**src/rtl/rob_pkg.sv**
```systemverilog
// Shared reorder-buffer constants and the per-entry record carried in every slot.
package rob_pkg;
   localparam int ROB_ENTRIES = 8;
   localparam int ROB_IDX_W   = 3;
   localparam int ROB_DATA_W  = 32;
   localparam int ROB_RD_W    = 5;

   typedef struct packed {
      logic                  busy;
      logic                  done;
      logic [ROB_DATA_W-1:0] pc;
      logic [ROB_DATA_W-1:0] val;
      logic [ROB_RD_W-1:0]   rd;
      logic                  write;
   } rob_entry_t;
endpackage

```
**src/rtl/reorder_buffer_if.sv**
```systemverilog
// Pipeline-side bundle of the reorder buffer: allocate, two writeback ports, commit, bypass lookup.
interface reorder_buffer_if #(
   parameter int IDX_W  = 3,
   parameter int DATA_W = 32
) ();
   logic              flush;
   logic              alloc_req;
   logic [DATA_W-1:0] alloc_pc;
   logic              alloc_ready;
   logic [IDX_W-1:0]  alloc_index;
   logic              wb0_valid;
   logic [IDX_W-1:0]  wb0_index;
   logic [DATA_W-1:0] wb0_val;
   logic [4:0]        wb0_rd;
   logic              wb0_write;
   logic              wb1_valid;
   logic [IDX_W-1:0]  wb1_index;
   logic [DATA_W-1:0] wb1_val;
   logic [4:0]        wb1_rd;
   logic              wb1_write;
   logic              commit_valid;
   logic [4:0]        commit_rd;
   logic [DATA_W-1:0] commit_val;
   logic              commit_write;
   logic [DATA_W-1:0] commit_pc;
   logic [4:0]        lookup_rd;
   logic              lookup_hit;
   logic [DATA_W-1:0] lookup_val;
   logic [IDX_W:0]    count;

   modport master (
      output flush, alloc_req, alloc_pc,
      output wb0_valid, wb0_index, wb0_val, wb0_rd, wb0_write,
      output wb1_valid, wb1_index, wb1_val, wb1_rd, wb1_write,
      output lookup_rd,
      input  alloc_ready, alloc_index,
      input  commit_valid, commit_rd, commit_val, commit_write, commit_pc,
      input  lookup_hit, lookup_val, count
   );

   modport slave (
      input  flush, alloc_req, alloc_pc,
      input  wb0_valid, wb0_index, wb0_val, wb0_rd, wb0_write,
      input  wb1_valid, wb1_index, wb1_val, wb1_rd, wb1_write,
      input  lookup_rd,
      output alloc_ready, alloc_index,
      output commit_valid, commit_rd, commit_val, commit_write, commit_pc,
      output lookup_hit, lookup_val, count
   );
endinterface

```
**src/rtl/rob_lookup.sv**
```systemverilog
// Bypass search over the reorder buffer: youngest busy+done+write entry whose rd matches wins.
module rob_lookup
   import rob_pkg::*;
#(
   parameter int ENTRIES = ROB_ENTRIES,
   parameter int IDX_W   = ROB_IDX_W,
   parameter int DATA_W  = ROB_DATA_W
) (
   input  rob_entry_t              entries [ENTRIES],
   input  logic [IDX_W-1:0]        tail,
   input  logic [ROB_RD_W-1:0]     lookup_rd,
   output logic                    hit,
   output logic [DATA_W-1:0]       val
);
   logic [IDX_W-1:0] idx;
   logic             unused_pc;

   always_comb begin
      hit       = 1'b0;
      val       = '0;
      idx       = '0;
      unused_pc = 1'b0;
      // Walk oldest to youngest starting at tail, so the last match standing is the youngest.
      for (int i = 0; i < ENTRIES; i++) begin
         idx       = tail + IDX_W'(i);
         unused_pc = unused_pc ^ (^entries[idx].pc);
         if (entries[idx].busy && entries[idx].done && entries[idx].write &&
             (entries[idx].rd == lookup_rd) && (lookup_rd != '0)) begin
            hit = 1'b1;
            val = entries[idx].val;
         end
      end
   end
endmodule

```
**src/rtl/reorder_buffer.sv**
```systemverilog
// Eight-entry in-order commit buffer with two out-of-order writeback ports.
// Optional bypass search over completed entries is built only when ROB_BYPASS_EN is defined.
module reorder_buffer
   import rob_pkg::*;
#(
   parameter int ENTRIES = ROB_ENTRIES,
   parameter int IDX_W   = ROB_IDX_W,
   parameter int DATA_W  = ROB_DATA_W
) (
   input  logic           clk,
   input  logic           reset,
   reorder_buffer_if.slave rif
);
   rob_entry_t            entry_q [ENTRIES];
   rob_entry_t            entry_d [ENTRIES];
   logic [IDX_W-1:0]      head_q, head_d, tail_q, tail_d;
   logic [IDX_W:0]        count_q, count_d;
   logic                  commit_valid_q, commit_valid_d;
   logic [ROB_RD_W-1:0]   commit_rd_q, commit_rd_d;
   logic [DATA_W-1:0]     commit_val_q, commit_val_d;
   logic                  commit_write_q, commit_write_d;
   logic [DATA_W-1:0]     commit_pc_q, commit_pc_d;
   logic                  alloc_ready, do_alloc, do_commit, wb0_ok, wb1_ok;

   // Ready looks only at registered occupancy, never at this cycle's commit.
   assign alloc_ready = (count_q != (IDX_W+1)'(ENTRIES));
   assign do_alloc    = rif.alloc_req && alloc_ready;
   assign do_commit   = entry_q[head_q].busy && entry_q[head_q].done;
   assign wb0_ok      = rif.wb0_valid && entry_q[rif.wb0_index].busy && !entry_q[rif.wb0_index].done;
   assign wb1_ok      = rif.wb1_valid && entry_q[rif.wb1_index].busy && !entry_q[rif.wb1_index].done &&
                        !(wb0_ok && (rif.wb0_index == rif.wb1_index));

   always_comb begin
      entry_d        = entry_q;
      head_d         = head_q;
      tail_d         = tail_q;
      commit_valid_d = 1'b0;
      commit_rd_d    = commit_rd_q;
      commit_val_d   = commit_val_q;
      commit_write_d = commit_write_q;
      commit_pc_d    = commit_pc_q;
      if (wb0_ok) begin
         entry_d[rif.wb0_index].val   = rif.wb0_val;
         entry_d[rif.wb0_index].rd    = rif.wb0_rd;
         entry_d[rif.wb0_index].write = rif.wb0_write;
         entry_d[rif.wb0_index].done  = 1'b1;
      end
      if (wb1_ok) begin
         entry_d[rif.wb1_index].val   = rif.wb1_val;
         entry_d[rif.wb1_index].rd    = rif.wb1_rd;
         entry_d[rif.wb1_index].write = rif.wb1_write;
         entry_d[rif.wb1_index].done  = 1'b1;
      end
      if (do_commit) begin
         commit_valid_d         = 1'b1;
         commit_rd_d            = entry_q[head_q].rd;
         commit_val_d           = entry_q[head_q].val;
         commit_write_d         = entry_q[head_q].write;
         commit_pc_d            = entry_q[head_q].pc;
         entry_d[head_q].busy   = 1'b0;
         entry_d[head_q].done   = 1'b0;
         head_d                 = head_q + IDX_W'(1);
      end
      if (do_alloc) begin
         entry_d[tail_q].busy = 1'b1;
         entry_d[tail_q].done = 1'b0;
         entry_d[tail_q].pc   = rif.alloc_pc;
         tail_d               = tail_q + IDX_W'(1);
      end
      count_d = count_q + (IDX_W+1)'(do_alloc) - (IDX_W+1)'(do_commit);
      // Flush overrides everything decided above in the same cycle.
      if (rif.flush) begin
         for (int i = 0; i < ENTRIES; i++) begin
            entry_d[i].busy = 1'b0;
            entry_d[i].done = 1'b0;
         end
         head_d         = '0;
         tail_d         = '0;
         count_d        = '0;
         commit_valid_d = 1'b0;
      end
   end

   always_ff @(posedge clk or posedge reset) begin
      if (reset) begin
         for (int i = 0; i < ENTRIES; i++) entry_q[i] <= '0;
         head_q         <= '0;
         tail_q         <= '0;
         count_q        <= '0;
         commit_valid_q <= 1'b0;
         commit_rd_q    <= '0;
         commit_val_q   <= '0;
         commit_write_q <= 1'b0;
         commit_pc_q    <= '0;
      end else begin
         entry_q        <= entry_d;
         head_q         <= head_d;
         tail_q         <= tail_d;
         count_q        <= count_d;
         commit_valid_q <= commit_valid_d;
         commit_rd_q    <= commit_rd_d;
         commit_val_q   <= commit_val_d;
         commit_write_q <= commit_write_d;
         commit_pc_q    <= commit_pc_d;
      end
   end

   assign rif.alloc_ready  = alloc_ready;
   assign rif.alloc_index  = tail_q;
   assign rif.count        = count_q;
   assign rif.commit_valid = commit_valid_q;
   assign rif.commit_rd    = commit_rd_q;
   assign rif.commit_val   = commit_val_q;
   assign rif.commit_write = commit_write_q;
   assign rif.commit_pc    = commit_pc_q;

`ifdef ROB_BYPASS_EN
   rob_lookup #(
      .ENTRIES (ENTRIES),
      .IDX_W   (IDX_W),
      .DATA_W  (DATA_W)
   ) u_lookup (
      .entries   (entry_q),
      .tail      (tail_q),
      .lookup_rd (rif.lookup_rd),
      .hit       (rif.lookup_hit),
      .val       (rif.lookup_val)
   );
`else
   logic [ROB_RD_W-1:0] unused_lookup_rd;
   assign unused_lookup_rd = rif.lookup_rd;
   assign rif.lookup_hit   = 1'b0;
   assign rif.lookup_val   = '0;
`endif
endmodule

```
**src/flat_wrapper.sv**
```systemverilog
// flat-port wrapper written by rule: the top's interface ports become plain ports
module reorder_buffer_flat import rob_pkg::*;
#(
   parameter int ENTRIES = ROB_ENTRIES,
   parameter int IDX_W   = ROB_IDX_W,
   parameter int DATA_W  = ROB_DATA_W
)
  (clk, reset, rif_flush, rif_alloc_req, rif_alloc_pc, rif_wb0_valid, rif_wb0_index, rif_wb0_val, rif_wb0_rd, rif_wb0_write, rif_wb1_valid, rif_wb1_index, rif_wb1_val, rif_wb1_rd, rif_wb1_write, rif_lookup_rd, rif_alloc_ready, rif_alloc_index, rif_commit_valid, rif_commit_rd, rif_commit_val, rif_commit_write, rif_commit_pc, rif_lookup_hit, rif_lookup_val, rif_count);
  reorder_buffer_if #(.IDX_W(IDX_W), .DATA_W(DATA_W)) rif_i ();
  input  logic clk;
  input  logic reset;
  input wire logic [$bits(rif_i.flush)-1:0] rif_flush;
  input wire logic [$bits(rif_i.alloc_req)-1:0] rif_alloc_req;
  input wire logic [$bits(rif_i.alloc_pc)-1:0] rif_alloc_pc;
  input wire logic [$bits(rif_i.wb0_valid)-1:0] rif_wb0_valid;
  input wire logic [$bits(rif_i.wb0_index)-1:0] rif_wb0_index;
  input wire logic [$bits(rif_i.wb0_val)-1:0] rif_wb0_val;
  input wire logic [$bits(rif_i.wb0_rd)-1:0] rif_wb0_rd;
  input wire logic [$bits(rif_i.wb0_write)-1:0] rif_wb0_write;
  input wire logic [$bits(rif_i.wb1_valid)-1:0] rif_wb1_valid;
  input wire logic [$bits(rif_i.wb1_index)-1:0] rif_wb1_index;
  input wire logic [$bits(rif_i.wb1_val)-1:0] rif_wb1_val;
  input wire logic [$bits(rif_i.wb1_rd)-1:0] rif_wb1_rd;
  input wire logic [$bits(rif_i.wb1_write)-1:0] rif_wb1_write;
  input wire logic [$bits(rif_i.lookup_rd)-1:0] rif_lookup_rd;
  output wire logic [$bits(rif_i.alloc_ready)-1:0] rif_alloc_ready;
  output wire logic [$bits(rif_i.alloc_index)-1:0] rif_alloc_index;
  output wire logic [$bits(rif_i.commit_valid)-1:0] rif_commit_valid;
  output wire logic [$bits(rif_i.commit_rd)-1:0] rif_commit_rd;
  output wire logic [$bits(rif_i.commit_val)-1:0] rif_commit_val;
  output wire logic [$bits(rif_i.commit_write)-1:0] rif_commit_write;
  output wire logic [$bits(rif_i.commit_pc)-1:0] rif_commit_pc;
  output wire logic [$bits(rif_i.lookup_hit)-1:0] rif_lookup_hit;
  output wire logic [$bits(rif_i.lookup_val)-1:0] rif_lookup_val;
  output wire logic [$bits(rif_i.count)-1:0] rif_count;
  assign rif_i.flush = rif_flush;
  assign rif_i.alloc_req = rif_alloc_req;
  assign rif_i.alloc_pc = rif_alloc_pc;
  assign rif_i.wb0_valid = rif_wb0_valid;
  assign rif_i.wb0_index = rif_wb0_index;
  assign rif_i.wb0_val = rif_wb0_val;
  assign rif_i.wb0_rd = rif_wb0_rd;
  assign rif_i.wb0_write = rif_wb0_write;
  assign rif_i.wb1_valid = rif_wb1_valid;
  assign rif_i.wb1_index = rif_wb1_index;
  assign rif_i.wb1_val = rif_wb1_val;
  assign rif_i.wb1_rd = rif_wb1_rd;
  assign rif_i.wb1_write = rif_wb1_write;
  assign rif_i.lookup_rd = rif_lookup_rd;
  assign rif_alloc_ready = rif_i.alloc_ready;
  assign rif_alloc_index = rif_i.alloc_index;
  assign rif_commit_valid = rif_i.commit_valid;
  assign rif_commit_rd = rif_i.commit_rd;
  assign rif_commit_val = rif_i.commit_val;
  assign rif_commit_write = rif_i.commit_write;
  assign rif_commit_pc = rif_i.commit_pc;
  assign rif_lookup_hit = rif_i.lookup_hit;
  assign rif_lookup_val = rif_i.lookup_val;
  assign rif_count = rif_i.count;
  reorder_buffer #(.ENTRIES(ENTRIES), .IDX_W(IDX_W), .DATA_W(DATA_W)) u_core (.clk(clk), .reset(reset), .rif(rif_i));
endmodule
```
**config.mk**
```make
export PLATFORM = sky130hd
export DESIGN_NAME = reorder_buffer_flat
export DESIGN_NICKNAME = d
export VERILOG_FILES = /design/src/rtl/rob_pkg.sv /design/src/rtl/reorder_buffer_if.sv /design/src/rtl/rob_lookup.sv /design/src/rtl/reorder_buffer.sv /design/src/flat_wrapper.sv
export SDC_FILE = /design/constraint.sdc
export NUM_CORES = 2
export LEC_CHECK = 0
export ABC_AREA = 1
export CORE_MARGIN = 2
export CORE_UTILIZATION = 54
export CTS_CLUSTER_SIZE = 10
export DETAILED_ROUTE_END_ITERATION = 7
export PLACE_DENSITY = 0.77
export SLEW_MARGIN = 20
export SYNTH_ARGS = -nofsm -noshare
export SYNTH_HDL_FRONTEND = slang
export SYNTH_SLANG_ARGS = --single-unit
```
**constraint.sdc**
```tcl
create_clock -name clk -period 24.3 [get_ports clk]
set_input_delay 7.29 -clock clk [delete_from_list [all_inputs] [get_ports clk]]
set_output_delay 7.29 -clock clk [all_outputs]
set_load 0.01 [all_outputs]
```
==> impl_results.md <==
* Status: finished, final reports clean
* CP Data Required Time at approximately 25 ns
* Number of failing hold endpoints at the final stage at 0
* Worst reg2reg path depth at 12
* Fill count at around 6.2k
* Multi-input logic area at 18280 µm²
* Reg-to-Reg End: u_core.entry_q[73]
* Worst r2r src: u_core.entry_q[358]
* Die Y at between 200 and 300 µm
* Synthesized area at 37240 µm²
* Yosys cell types at 35
* Most common cell after layout, fill and taps aside: nand2_1
* Clk pin slew, worst setup/hold paths at ~0.060 ns
* Cell taking the most area after synthesis: dfrtp_1
* Initial core utilization at 54.39%
* CP Max Fanout at 220
* Hpwl dp at roughly 64000 µm
* Gr usage total at between 30% and 40%
* Max incr delay on CP at roughly 1.1 ns
* Initial antenna violation count at 9
* Vias post-DR at between 30k and 40k
* Max VDD drop at approximately 0.00006 V
* First-pass GRT wire length at ~200000 µm
* Final worst slack at ~11 ns
* Slew headroom at 9.692%
* Length of the first detailed-routing pass in iterations at 6
* Layout cells sized above 1 at about 3.9%
* NumNets Final at ~5.3k
* Clock root cell: clkbuf_16
* H-tree depth at 3
* CP arrival at 14.21 ns
* Vias per std cell at slightly above 6
* Total of max-cap violations at 0
* Area of the core at between 60000 and 70000 µm²
* FP Rows at 96
* R2R Setup Slk at around 19 ns
* CP bufs+invs at 6
* Most common cell on crit path: nand2_1
* Hold path endpoint: u_core.rif.commit_pc[13]
* Post-CTS resize count at 0
* IO buf count at just under 200
* Max Buffers Root-to-Sink at 3
* Met2 wire len at between 50000 and 60000 µm
* Pin count of the biggest net entering global routing at ~220
* Met1 wire length at about 50000 µm
* CP max-delay cell: clkdlybuf4s50_1
* Top Metal Used: met5
* Clock Latency Late Sink at between 0.6 and 0.7 ns
* Final Cycle Share at between 50% and 60%
* CP Launch Type: primary input
* DRT Wirelength at 128900 µm
* Yosys top cell area share at between 40% and 50%
* Hold Path Origin: u_core.rif.commit_pc[13]
* Sequential cell area at 16440 µm²
* DRC at 0
* TritonCTS Buffers at 77
* Worst hold path cell count at 2
* P_leak at 20.53 nW
* CTS Sinks at about 660
* Syn Area/Cell at 7.007 µm²
* Worst min path class: reg2reg
* Hold-fix buffers, CTS at 0
* Most frequent cells in the layout: nand2_1 (2402), dfrtp_1 (657), o21ai_0 (596)
* Endpoints failing setup at 0
* Antenna-violating nets left at 0
* Cells after Synth at around 5.3k
* RSZ-0062 raised after global routing: false
* Gpl congestion at approximately 0.86
* Worst setup EP type: flip-flop
* Drt initial violations at roughly 5.6k
* Die X at between 200 and 300 µm
* CP cell instances: clkdlybuf4s50_1 -> inv_2 -> nand3_4 -> inv_2 -> nand2_1 -> nand3_1 -> nor2_4 -> buf_4 -> nand3_4 -> buf_12 -> nand3_2 -> buf_4 -> nand2_1 -> nand2_1
* Fmax at about 73 MHz
* Setup CP Type: in2reg
* Area contributors post-synth: dfrtp_1 (44%), nand2_1 (24%), o21ai_0 (8.0%)
* Postcts setup bufs at 0
* Die ar. at slightly above 70000 µm²
* #FFs+latches synth at around 660
* Setup Skew at 0.03305 ns
* Met3 routed WL at roughly 14000 µm
* I/O pin count at approximately 240
* Worst Tran Pin Value at approximately 1.4 ns
* Number of global-route vias before repair at 35.06k
* Min Tclk post-route at approximately 14 ns
* Fin Setup TNS at 0 ns
* Power Density at ~92 nW/µm²
* Sequential element share of the synthesized area at between 40% and 50%
* Mean routed wirelength per cell at ~21 µm
* GRT Residual Overflow at 0
* Post-placement worst setup slack at between 10 and 15 ns
* Yosys warning total at 0
* Synth-to-Final Area Change at 9.979%
* Top cell family by delay on the critical path: buffers and inverters
* Slew Limit Fails at 0
* CTS tree: done
-- power breakdown --
group / leakage (nW) / total (mW) / internal, mW / switching, mW
registers: 8.77 / 1.74 / 1.48 / 0.262
clock network: 1.04 / 1.05 / 0.586 / 0.463
logic: 10.7 / 0.987 / 0.403 / 0.584
-- stage by stage --
step                      instance area (µm²)  power (mW)  util, %  hold WS (ns)  std cells
after global routing                    40950       4.037    59.81        0.4918       6080
after detailed placement                38780       2.707    56.64        0.4649       5974
after CTS                               40930       3.758    59.78        0.4797       6077
final                                   40960       3.779    59.82        0.4749       6082
after floorplan                         37360       2.460        -        0.4530       5347
after global placement                  38780       2.651    56.64        0.4617       5974
-- metal layers --
layer	vias to the layer above	GRT usage (%)
met2	2205	56.40
met4	10	19.37
met3	533	7.242
met1	17470	45.77
met5	-	0
li1	17160	-
-- cells in the mapped netlist (all sizes together) --
| library cell | n |
|---|---|
| nand2 | 2417 |
| a211oi | 1 |
| a22oi | 79 |
| ha | 7 |
| o21ai | 619 |
| dfrtp | 657 |
| a22o | 23 |
| o2111ai | 1 |
| a21oi | 39 |
| nor2 | 39 |
| nand4 | 374 |
| o21a | 1 |
| inv | 128 |
| conb | 1 |
| a221oi | 6 |
| xor2 | 2 |
| buf | 227 |
| nand3b | 5 |
| o211ai | 4 |
| xnor2 | 1 |
| nand3 | 392 |
| clkbuf | 283 |
| fa | 1 |
| a21o | 1 |
| nor3 | 7 |
-- worst register-to-register path, delay by kind of cell, from the launching register on --
kind / cells / cell delay (ns)
buffers and inverters: 4 / 1.97
flip-flops: 1 / 0.41
AND/OR/NAND/NOR: 8 / 2.84
-- cells by family after synthesis --
family          after synthesis  synth area share, %
buf+inv                     638                7.553
fa+ha+maj                     8               0.2889
other cells                   1              0.01007
compound gates              774                11.28
simple gates               3234                36.65
flops                       657                44.15
xor+xnor                      3              0.07057
-- how the worst max path moves through the flow --
stage / start / endpoint / slack, ns / depth (start not counted)
finish: rif_wb0_index[0] / u_core.entry_q[73] / 10.66 / 14
global route: rif_wb0_index[0] / u_core.entry_q[102] / 10.59 / 14
CTS: rif_wb0_index[0] / u_core.entry_q[73] / 11.07 / 14
detailed placement: rif_wb0_index[0] / u_core.entry_q[73] / 10.42 / 14
global placement: rif_wb0_index[0] / u_core.entry_q[142] / 10.46 / 13
floorplan: reset / u_core.entry_q[0] / 8.03 / 1
-- state kept, by name, indices dropped and copies added (netlist names) --
name                     count
u_core.rif.alloc_index       3
u_core.rif.commit_pc        32
u_core.rif.count             4
u_core.rif.commit_rd         5
u_core.rif.commit_valid      1
u_core.rif.commit_val       32
u_core.rif.commit_write      1
u_core.head_q                3
u_core.entry_q             576
-- cell type report --
cell class                 count  share of cell area, %
tap                          882                  2.694
multi-input combinational   4052                  44.63
timing repair buffer         256                  6.055
inverter                     128                  1.210
antenna                        4                0.02444
clock inverter                 7                 0.2658
clock buffer                  96                  4.980
sequential                   657                  40.14
No activity file was read; power rests on OpenSTA's default activity.
